[src/rtl/dmem_access_ctrl.sv]
// MEM-stage data-memory sequencer: issues one req/gnt/rvalid transaction
// per load/store, stalls the pipeline until it completes, formats load data.
//
// Ports:
//   clk, rst            clock, async active-high reset
//   i_ld_en, i_st_en    MEM-stage load / store (both high -> load)
//   i_addr, i_wdata     effective address, store data
//   i_funct3            width / sign field
//   o_stall             freeze upstream pipeline registers
//   o_load_data         formatted, registered load result
//   o_misalign_err      pulse: misaligned access dropped
//   o_bus_err           pulse: transaction timed out
//   o_dmem_*            request side of the data-memory port
//   i_dmem_gnt/rvalid/rdata  response side of the data-memory port
module dmem_access_ctrl #(
  parameter int TIMEOUT_CYCLES = 16,
  parameter int CNT_W          = 8
) (
  input  logic        clk,
  input  logic        rst,
  input  logic        i_ld_en,
  input  logic        i_st_en,
  input  logic [31:0] i_addr,
  input  logic [31:0] i_wdata,
  input  logic [2:0]  i_funct3,
  output logic        o_stall,
  output logic [31:0] o_load_data,
  output logic        o_misalign_err,
  output logic        o_bus_err,
  output logic        o_dmem_req,
  output logic        o_dmem_we,
  output logic [31:0] o_dmem_addr,
  output logic [3:0]  o_dmem_be,
  output logic [31:0] o_dmem_wdata,
  input  logic        i_dmem_gnt,
  input  logic        i_dmem_rvalid,
  input  logic [31:0] i_dmem_rdata
);

  typedef enum logic [1:0] {
    S_IDLE,
    S_REQ,
    S_WAIT,
    S_DONE
  } state_t;

  localparam logic [CNT_W-1:0] LP_LAST =
    CNT_W'(TIMEOUT_CYCLES - 1);

  state_t            r_state;
  state_t            w_next;
  logic [CNT_W-1:0]  r_cnt;

  logic              r_is_ld;
  logic [2:0]        r_f3;
  logic [1:0]        r_off;
  logic              r_we;
  logic [31:0]       r_addr;
  logic [3:0]        r_be;
  logic [31:0]       r_wdata;
  logic [31:0]       r_load_data;
  logic              r_bus_err;

  logic              w_acc;
  logic              w_is_ld;
  logic              w_byte_sz;
  logic              w_half_sz;
  logic              w_word_sz;
  logic              w_mis;
  logic [3:0]        w_be;
  logic [31:0]       w_wd;
  logic              w_tmo;

  logic              w_start;
  logic              w_stall;
  logic              w_mis_out;
  logic              w_req;
  logic              w_abort;
  logic              w_rd_done;

  logic [7:0]        w_byte;
  logic [15:0]       w_half;
  logic [31:0]       w_fmt;

  assign w_acc   = i_ld_en | i_st_en;
  assign w_is_ld = i_ld_en;

  // Loads decode width from funct3[1:0] (bit 2 is the unsigned flag);
  // stores only recognise 000/001, everything else is a word.
  always_comb begin
    w_byte_sz = 1'b0;
    w_half_sz = 1'b0;
    w_word_sz = 1'b0;
    unique case (1'b1)
      w_is_ld && (i_funct3[1:0] == 2'b00): w_byte_sz = 1'b1;
      w_is_ld && (i_funct3[1:0] == 2'b01): w_half_sz = 1'b1;
      !w_is_ld && (i_funct3 == 3'b000):    w_byte_sz = 1'b1;
      !w_is_ld && (i_funct3 == 3'b001):    w_half_sz = 1'b1;
      default:                             w_word_sz = 1'b1;
    endcase
  end

  assign w_mis = (w_half_sz & i_addr[0])
               | (w_word_sz & (|i_addr[1:0]));

  always_comb begin
    w_be = 4'b1111;
    w_wd = i_wdata;
    if (!w_is_ld) begin
      unique case (1'b1)
        w_byte_sz: begin
          w_be = 4'b0001 << i_addr[1:0];
          w_wd = {4{i_wdata[7:0]}};
        end
        w_half_sz: begin
          w_be = i_addr[1] ? 4'b1100 : 4'b0011;
          w_wd = {2{i_wdata[15:0]}};
        end
        default: begin
          w_be = 4'b1111;
          w_wd = i_wdata;
        end
      endcase
    end
  end

  // Budget is spent once the counter shows the last allowed cycle; a
  // grant that arrives in that same cycle still wins.
  assign w_tmo = (r_cnt >= LP_LAST);

  always_comb begin
    w_next    = r_state;
    w_start   = 1'b0;
    w_stall   = 1'b0;
    w_mis_out = 1'b0;
    w_req     = 1'b0;
    w_abort   = 1'b0;
    w_rd_done = 1'b0;
    case (r_state)
      S_IDLE: begin
        if (w_acc) begin
          if (w_mis) begin
            w_mis_out = 1'b1;
          end else begin
            w_start = 1'b1;
            w_stall = 1'b1;
            w_next  = S_REQ;
          end
        end
      end
      S_REQ: begin
        w_req   = 1'b1;
        w_stall = 1'b1;
        if (i_dmem_gnt) begin
          w_next = r_is_ld ? S_WAIT : S_DONE;
        end else if (w_tmo) begin
          w_abort = 1'b1;
          w_next  = S_DONE;
        end
      end
      S_WAIT: begin
        w_stall = 1'b1;
        if (i_dmem_rvalid) begin
          w_rd_done = 1'b1;
          w_next    = S_DONE;
        end else if (w_tmo) begin
          w_abort = 1'b1;
          w_next  = S_DONE;
        end
      end
      S_DONE: begin
        w_next = S_IDLE;
      end
      default: begin
        w_next = S_IDLE;
      end
    endcase
  end

  always_ff @(posedge clk or posedge rst) begin
    if (rst) begin
      r_state <= S_IDLE;
    end else begin
      r_state <= w_next;
    end
  end

  always_ff @(posedge clk or posedge rst) begin
    if (rst) begin
      r_cnt <= '0;
    end else if (w_start) begin
      r_cnt <= '0;
    end else if (r_state == S_REQ || r_state == S_WAIT) begin
      r_cnt <= r_cnt + CNT_W'(1);
    end
  end

  always_ff @(posedge clk or posedge rst) begin
    if (rst) begin
      r_is_ld <= 1'b0;
      r_f3    <= 3'b000;
      r_off   <= 2'b00;
      r_we    <= 1'b0;
      r_addr  <= 32'h0;
      r_be    <= 4'b0000;
      r_wdata <= 32'h0;
    end else if (w_start) begin
      r_is_ld <= w_is_ld;
      r_f3    <= i_funct3;
      r_off   <= i_addr[1:0];
      r_we    <= ~w_is_ld;
      r_addr  <= {i_addr[31:2], 2'b00};
      r_be    <= w_be;
      r_wdata <= w_wd;
    end
  end

  always_comb begin
    w_byte = i_dmem_rdata[7:0];
    unique case (r_off)
      2'd0: w_byte = i_dmem_rdata[7:0];
      2'd1: w_byte = i_dmem_rdata[15:8];
      2'd2: w_byte = i_dmem_rdata[23:16];
      2'd3: w_byte = i_dmem_rdata[31:24];
      default: w_byte = i_dmem_rdata[7:0];
    endcase
  end

  assign w_half = r_off[1] ? i_dmem_rdata[31:16]
                           : i_dmem_rdata[15:0];

  // funct3[2] clear means sign-extend.
  always_comb begin
    w_fmt = i_dmem_rdata;
    unique case (r_f3[1:0])
      2'b00: w_fmt = {{24{~r_f3[2] & w_byte[7]}}, w_byte};
      2'b01: w_fmt = {{16{~r_f3[2] & w_half[15]}}, w_half};
      default: w_fmt = i_dmem_rdata;
    endcase
  end

  always_ff @(posedge clk or posedge rst) begin
    if (rst) begin
      r_load_data <= 32'h0;
      r_bus_err   <= 1'b0;
    end else begin
      r_bus_err <= w_abort;
      if (w_rd_done) begin
        r_load_data <= w_fmt;
      end else if (w_abort) begin
        r_load_data <= 32'h0;
      end
    end
  end

  // Reset forces the IDLE-detect outputs low even if a request is
  // still presented on the inputs.
  assign o_stall        = w_stall & ~rst;
  assign o_misalign_err = w_mis_out & ~rst;
  assign o_bus_err      = r_bus_err;
  assign o_load_data    = r_load_data;
  assign o_dmem_req     = w_req;
  assign o_dmem_we      = r_we;
  assign o_dmem_addr    = r_addr;
  assign o_dmem_be      = r_be;
  assign o_dmem_wdata   = r_wdata;

endmodule
[config.mk]
export PLATFORM = sky130hd
export DESIGN_NAME = dmem_access_ctrl
export DESIGN_NICKNAME = d
export VERILOG_FILES = /design/src/rtl/dmem_access_ctrl.sv
export SDC_FILE = /design/constraint.sdc
export NUM_CORES = 1
export LEC_CHECK = 0
export ABC_CLOCK_PERIOD_IN_PS = 5600
export CAP_MARGIN = 20
export CORE_AREA = 3 3 131 107
export DETAILED_ROUTE_END_ITERATION = 8
export DIE_AREA = 0 0 134 110
export PLACE_DENSITY = 0.8
export SLEW_MARGIN = 0
export SYNTH_ARGS = -nofsm -noshare
export SYNTH_HDL_FRONTEND = slang
export SYNTH_SLANG_ARGS = --single-unit
export TNS_END_PERCENT = 30
[constraint.sdc]
create_clock -name clk -period 5.6 [get_ports clk]
set_clock_uncertainty 0.15 [all_clocks]
set_input_delay 1.12 -clock clk [delete_from_list [all_inputs] [get_ports clk]]
set_output_delay 1.12 -clock clk [all_outputs]
set_load 0.005 [all_outputs]
======== Yosys cells after proc, flatten, opt, wreduce, memory -nomap -nowiden ========
Cells that the tools add are included.
storage, ports and cells
  register bits ........................... 116
  logic and storage cells ................. 91
  bits of input ports ..................... 105
  output and inout bits ................... 105
operators by class
  mux-type cells .......................... 36
  bitwise gates (word level) .............. 11
  equality and inequality tests ........... 11
  add/sub/neg operators ................... 1
  reduce and logical (&&, ||, !) cells .... 19
  $lt $le $gt $ge ......................... 1
  shifts and indexed selects .............. 1
operators with widths
  kind                   count
  $pmux W32 S2           2
  $mux W32               3
  $pmux W8 S4            1
  $mux W1                16
  $mux W16               1
  $mux W8                2
  $mux W2                5
  $add A8 B1 Y8 const B  1
  $eq A2 B1 Y1 const B   4
  $eq A2 B2 Y1 const B   4
  $ge A8 B4 Y1 const B   1
  $logic_not A2 Y1       4
  $mux W4                2
  $pmux W2 S4            1
  $pmux W4 S2            1
  $reduce_or A2 Y1       4
  $and A1 B1 Y1          6
  $logic_and A1 B1 Y1    4
  $ne A2 B2 Y1 const B   2
  $pmux W1 S2            2
  $reduce_bool A2 Y1     2
  $reduce_or A4 Y1       1
  $shl A1 B2 Y4 const A  1
  $eq A3 B1 Y1 const B   1
  other kinds (6)        9

======== Depth between registers and ports, before layout ========
Gate-level depths: netlist of the first run.
  depth after elaboration ................. 10
  depth in mapped cells ................... 8
  mapped depth without buffers ............ 6

======== Worst setup path after synthesis of the first run ========
Ideal clock, no wire load.
  path type ............................... input to output
  from .................................... input port i_funct3[2]
  to ...................................... output port o_stall
  stages on the path ...................... 6
  slack ................................... 1.993 ns
  arrival time ............................ 2.337 ns
  data required time ...................... 4.330 ns
  buffers on the path ..................... 2
  path through ............................ nor2b_1 > o22a_1 > or3_1 > clkbuf_1 > clkbuf_1 > a211oi_1
between the ends
  word-level cells in the longest chain between the ends .. 10
  elaborated cells between the ends (all ways) .. 15
  those cells by class .................... eq/ne (1); mux (5); bitwise (4); reduce/logical (5)
RTL lines
  item                                                                   RTL line  RTL
  start: declaration                                                     25        input logic [2:0] i_funct3,
  $eq A3 B1 Y1 / $logic_not A3 Y1 (equally long branches)                98, 97
  $logic_and A1 B1 Y1, on equally long branches                          98, 97
  $reduce_or A4 Y1 (no line) / $reduce_or A2 Y1 (equally long branches)  -
  $mux W1                                                                94        unique case (1'b1)
  $and A1 B1 Y1, on equally long branches                                104, 103
  $or A1 B1 Y1 *                                                         104       | (w_word_sz & (|i_addr[1:0]));
  $mux W1 *                                                              142       if (w_mis) begin
  $mux W1 *                                                              141       if (w_acc) begin
  $pmux W1 S2 *                                                          139       case (r_state)
  $and A1 B1 Y1 *                                                        258       assign o_stall = w_stall & ~rst;
  end: declaration                                                       26        output logic o_stall,
Mark *: on every way between the ends. The rest lies on a longest branch, timed or not.

======== Worst setup path after layout of the first run ========
  from .................................... input port i_ld_en
  to ...................................... output port o_stall
between the ends
  word-level cells in the longest chain between the ends .. 10
  elaborated cells between the ends (all ways) .. 17
  those cells by class .................... mux (5); bitwise (5); reduce/logical (7)
RTL lines
  item                                                                   RTL line  RTL
  start: declaration                                                     21        input logic i_ld_en,
  $logic_not A1 Y1                                                       -
  $logic_and A1 B1 Y1, on equally long branches                          97, 98
  $reduce_or A4 Y1 (no line) / $reduce_or A2 Y1 (equally long branches)  -
  $mux W1                                                                94
  $and A1 B1 Y1, on equally long branches                                104, 103
  $or A1 B1 Y1                                                           104
  $mux W1                                                                142
  $mux W1 *                                                              141
  $pmux W1 S2 *                                                          139
  $and A1 B1 Y1 *                                                        258
Marks and branches as above.

==> results.toml, run 1 <==
[drt]
drc = 0
wl_um = 16700
viasPerCell = 5.49
wl_per_cell_um = 19.1
drt_pass1_iterations = 5
ant_nets = 0
drtIter0Drc = 426
vias = 4800

[setup_path]
cpPeakStageDelay_ns = 0.65
crit_chain = "clkdlybuf4s50_1 > o21ai_1 > buf_4 > or3_1 > buf_4 > a211oi_1 > clkdlybuf4s50_1"
arrival_ns = 3.49
reg2reg_to = "o_load_data[18]"
r2r_cells = 4
reg2reg_slack_ns = 3.23
r2r-start = "r_f3[0]"
crit_buf_inv = 4
critPathTopFamily = "buffers and inverters"
path_class = "input pin to output port"
start_kind = "input pin"
worst_path_max_delay_cell = "clkdlybuf4s50_1"
cp-end-kind = "output port"
cp_data_required_time_ns = 4.33
cp-startpoint = "i_ld_en"
crit_path_max_fanout = 23

[timing]
max_freq_mhz = 210
drv_slew = 0
relSlewSlack_pct = 37.2
period_share_pct = 85.0
tns_ns = 0
rsz0062_at_grt = "false"
hold_viol_final = 0
fin_crit_ns = 4.76
fin_ws_ns = 0.838
finalSetupViolCount = 0
worst_slew_pin_slew_ns = 0.938

[flow_run]
drv_cap = 0

[cells_and_area]
fin_nets = 799
area_growth_pct = 49.8
fin_area_um2 = 8570
fin_cells = 875
antennaDiodeCount = 0
drive_above_1_share_pct = 17.6

[cts]
clockBufferDepth = 2
cts_tree = "built"
clock-sinks = 116
cts_resized = 0
path_clk_slew_ns = 0.05
cts_hold_buf = 0
htreeDepth = 4
postCtsSetupBuffers = 0
clk_latency_ns = 0.41
cts_buffers = 17
cts-root-buf = "clkbuf_16"

[logic_synthesis]
synth_compound_area_share_pct = 16.8
async_flop_share_pct = 100
synth_top_area_share_pct = 50.7
ys_warn_count = 0
synthSimpleGateAreaFrac_pct = 7.54
avgSynthCellArea_um2 = 11.7
syn_inst = 488
synth_edf_count = 0
synth_area_um2 = 5720
ys_ff_latch = 116
seq_area_frac_synth_pct = 50.7
synthMuxAreaShare_pct = 17.5
synth_adder_area_share_pct = 1.53
synthXorXnorAreaFrac_pct = 1.07
synthTopCellsByArea = "dfrtp_1 51%, mux2_2 13%, o21ai_0 4.1%"
synth_common_cells = "116 x dfrtp_1, 64 x mux2_2, 47 x o21ai_0"
yosysMostFrequentCell = "dfrtp_1"
yosysUniqueCellTypes = 45
synth_top_family_by_area = "multiplexers"
yosys_most_used_dff = "dfrtp_1"
yosys.area.top_type = "dfrtp_1"

[die]
dieHeight_um = 110
io_pins = 210
fp-row-count = 37
start_util_pct = 44.6
coreArea_um2 = 12800
fp.dieW_um = 134
die_area_um2 = 14700

[place]
gp_congestion = 0.891
dp_worst_setup_slack_ns = 0.857
numPortBuffers = 207
placed_cells = 842
dpl-instance-area_um2 = 7950
hpwlAfterDp_um = 12200

[pwr]
p_leak_nw = 3.50
power.internal_w = 0.00307
irDropWorstVdd_mv = 0.277
switchingPower_w = 0.00144
power.share.clock_pct = 23.9
p_seq_share_pct = 33.3
sw_frac_of_total_pct = 32.0
combPwrFrac_pct = 42.8
powerDensity_nw_per_um2 = 527

[hold_path]
min_to = "o_load_data[13]"
worstHoldStart = "o_load_data[13]"
hold_class = "register to register"
whs_path_depth = 1

[grt]
grt_pass1_vias = 4978
antenna_found_initial = 0
grt_max_degree = 58
grt_use_total_pct = 22.8
gr-total-overflow = 0
grt_first_pass_wirelength_um = 26200

[run_status]
status = "finished clean"
==> how the worst max path moves through the flow <==
stage                      to  slack [ns]  cells past startpoint
floorplan           o_bus_err        1.26                      1
global placement      o_stall        0.83                      7
detailed placement    o_stall        0.86                      7
CTS                   o_stall        0.86                      7
global route          o_stall        0.72                      7
finish                o_stall        0.84                      7
==> power groups by stage <==
stage               clock network [W]  logic (W)  registers, W
floorplan                           0   0.000930       0.00145
global placement                    0    0.00184       0.00151
detailed placement                  0    0.00189       0.00153
CTS                           0.00110    0.00190       0.00153
global route                  0.00114    0.00209       0.00155
finish                        0.00108    0.00193       0.00150
==> cells by family after synthesis <==
kind of cell	count (synthesis)
XOR/XNOR	7
flip-flops	116
buffers and inverters	62
AND/OR/NAND/NOR	79
multiplexers	82
adder cells (fa/ha/maj)	7
other	1
AO/OA/AOI/OAI	134
==> final cells by class <==
| cell class | count | area (um^2) |
|---|---|---|
| fillers | 936 | 4250 |
| flip-flops and latches | 116 | 2900 |
| multi-input cells | 311 | 2570 |
| repair buffers | 220 | 2210 |
| clock buffers | 19 | 443 |
| well taps | 175 | 219 |
| clock inverters | 13 | 148 |
| inverters | 21 | 81.3 |
==> layout by cell type, fill, tap and decap left out, drive strengths merged, types with 10 or more instances in the layout <==
cell type | synthesis | final
dfrtp | 116 | 116
nor2 | 21 | 21
inv | 21 | 25
buf | 14 | 13
a22o | 16 | 16
mux2i | 10 | 10
clkdlybuf4s50 | 0 | 207
o31ai | 17 | 17
nand2 | 15 | 15
mux2 | 64 | 64
o21ai | 47 | 47
clkbuf | 27 | 19
nand2b | 19 | 19
o2bb2ai | 16 | 16
==> state kept, by name, indices dropped and copies added (netlist names) <==
name and count:
o_bus_err 1, o_dmem_addr 30, o_dmem_be 4, o_dmem_wdata 32, o_dmem_we 1, o_load_data 32
r_cnt 8, r_f3 3, r_is_ld 1, r_off 2, r_state 2
==> through the flow <==
stage	hold slack [ns]	utilization [%]	total power (W)
after floorplan	0.329	-	0.00238
after global placement	0.325	61.8	0.00335
after detailed placement	0.327	62.0	0.00342
after CTS	0.340	66.6	0.00453
after global routing	0.361	66.8	0.00478
final	0.336	66.8	0.00452
==> per-layer routing <==
layer	up-vias	track usage (%)	wire, um
met5	-	0	0
met4	0	9.32	452
met3	33	7.08	1400
met2	211	36.5	7930
met1	2358	29.1	6940
li1	2198	-	-
(Power assumes the default switching activity.)
==> run 2, diff against run 1 <==
--- a/config.mk
+++ b/config.mk
@@ -11,7 +11,6 @@
 export DETAILED_ROUTE_END_ITERATION = 8
 export DIE_AREA = 0 0 134 110
 export PLACE_DENSITY = 0.8
-export SLEW_MARGIN = 0
 export SYNTH_ARGS = -nofsm -noshare
 export SYNTH_HDL_FRONTEND = slang
 export SYNTH_SLANG_ARGS = --single-unit
==> results of run 2 <==
The final DEF is identical to that of run 1; final timing and power are the same.
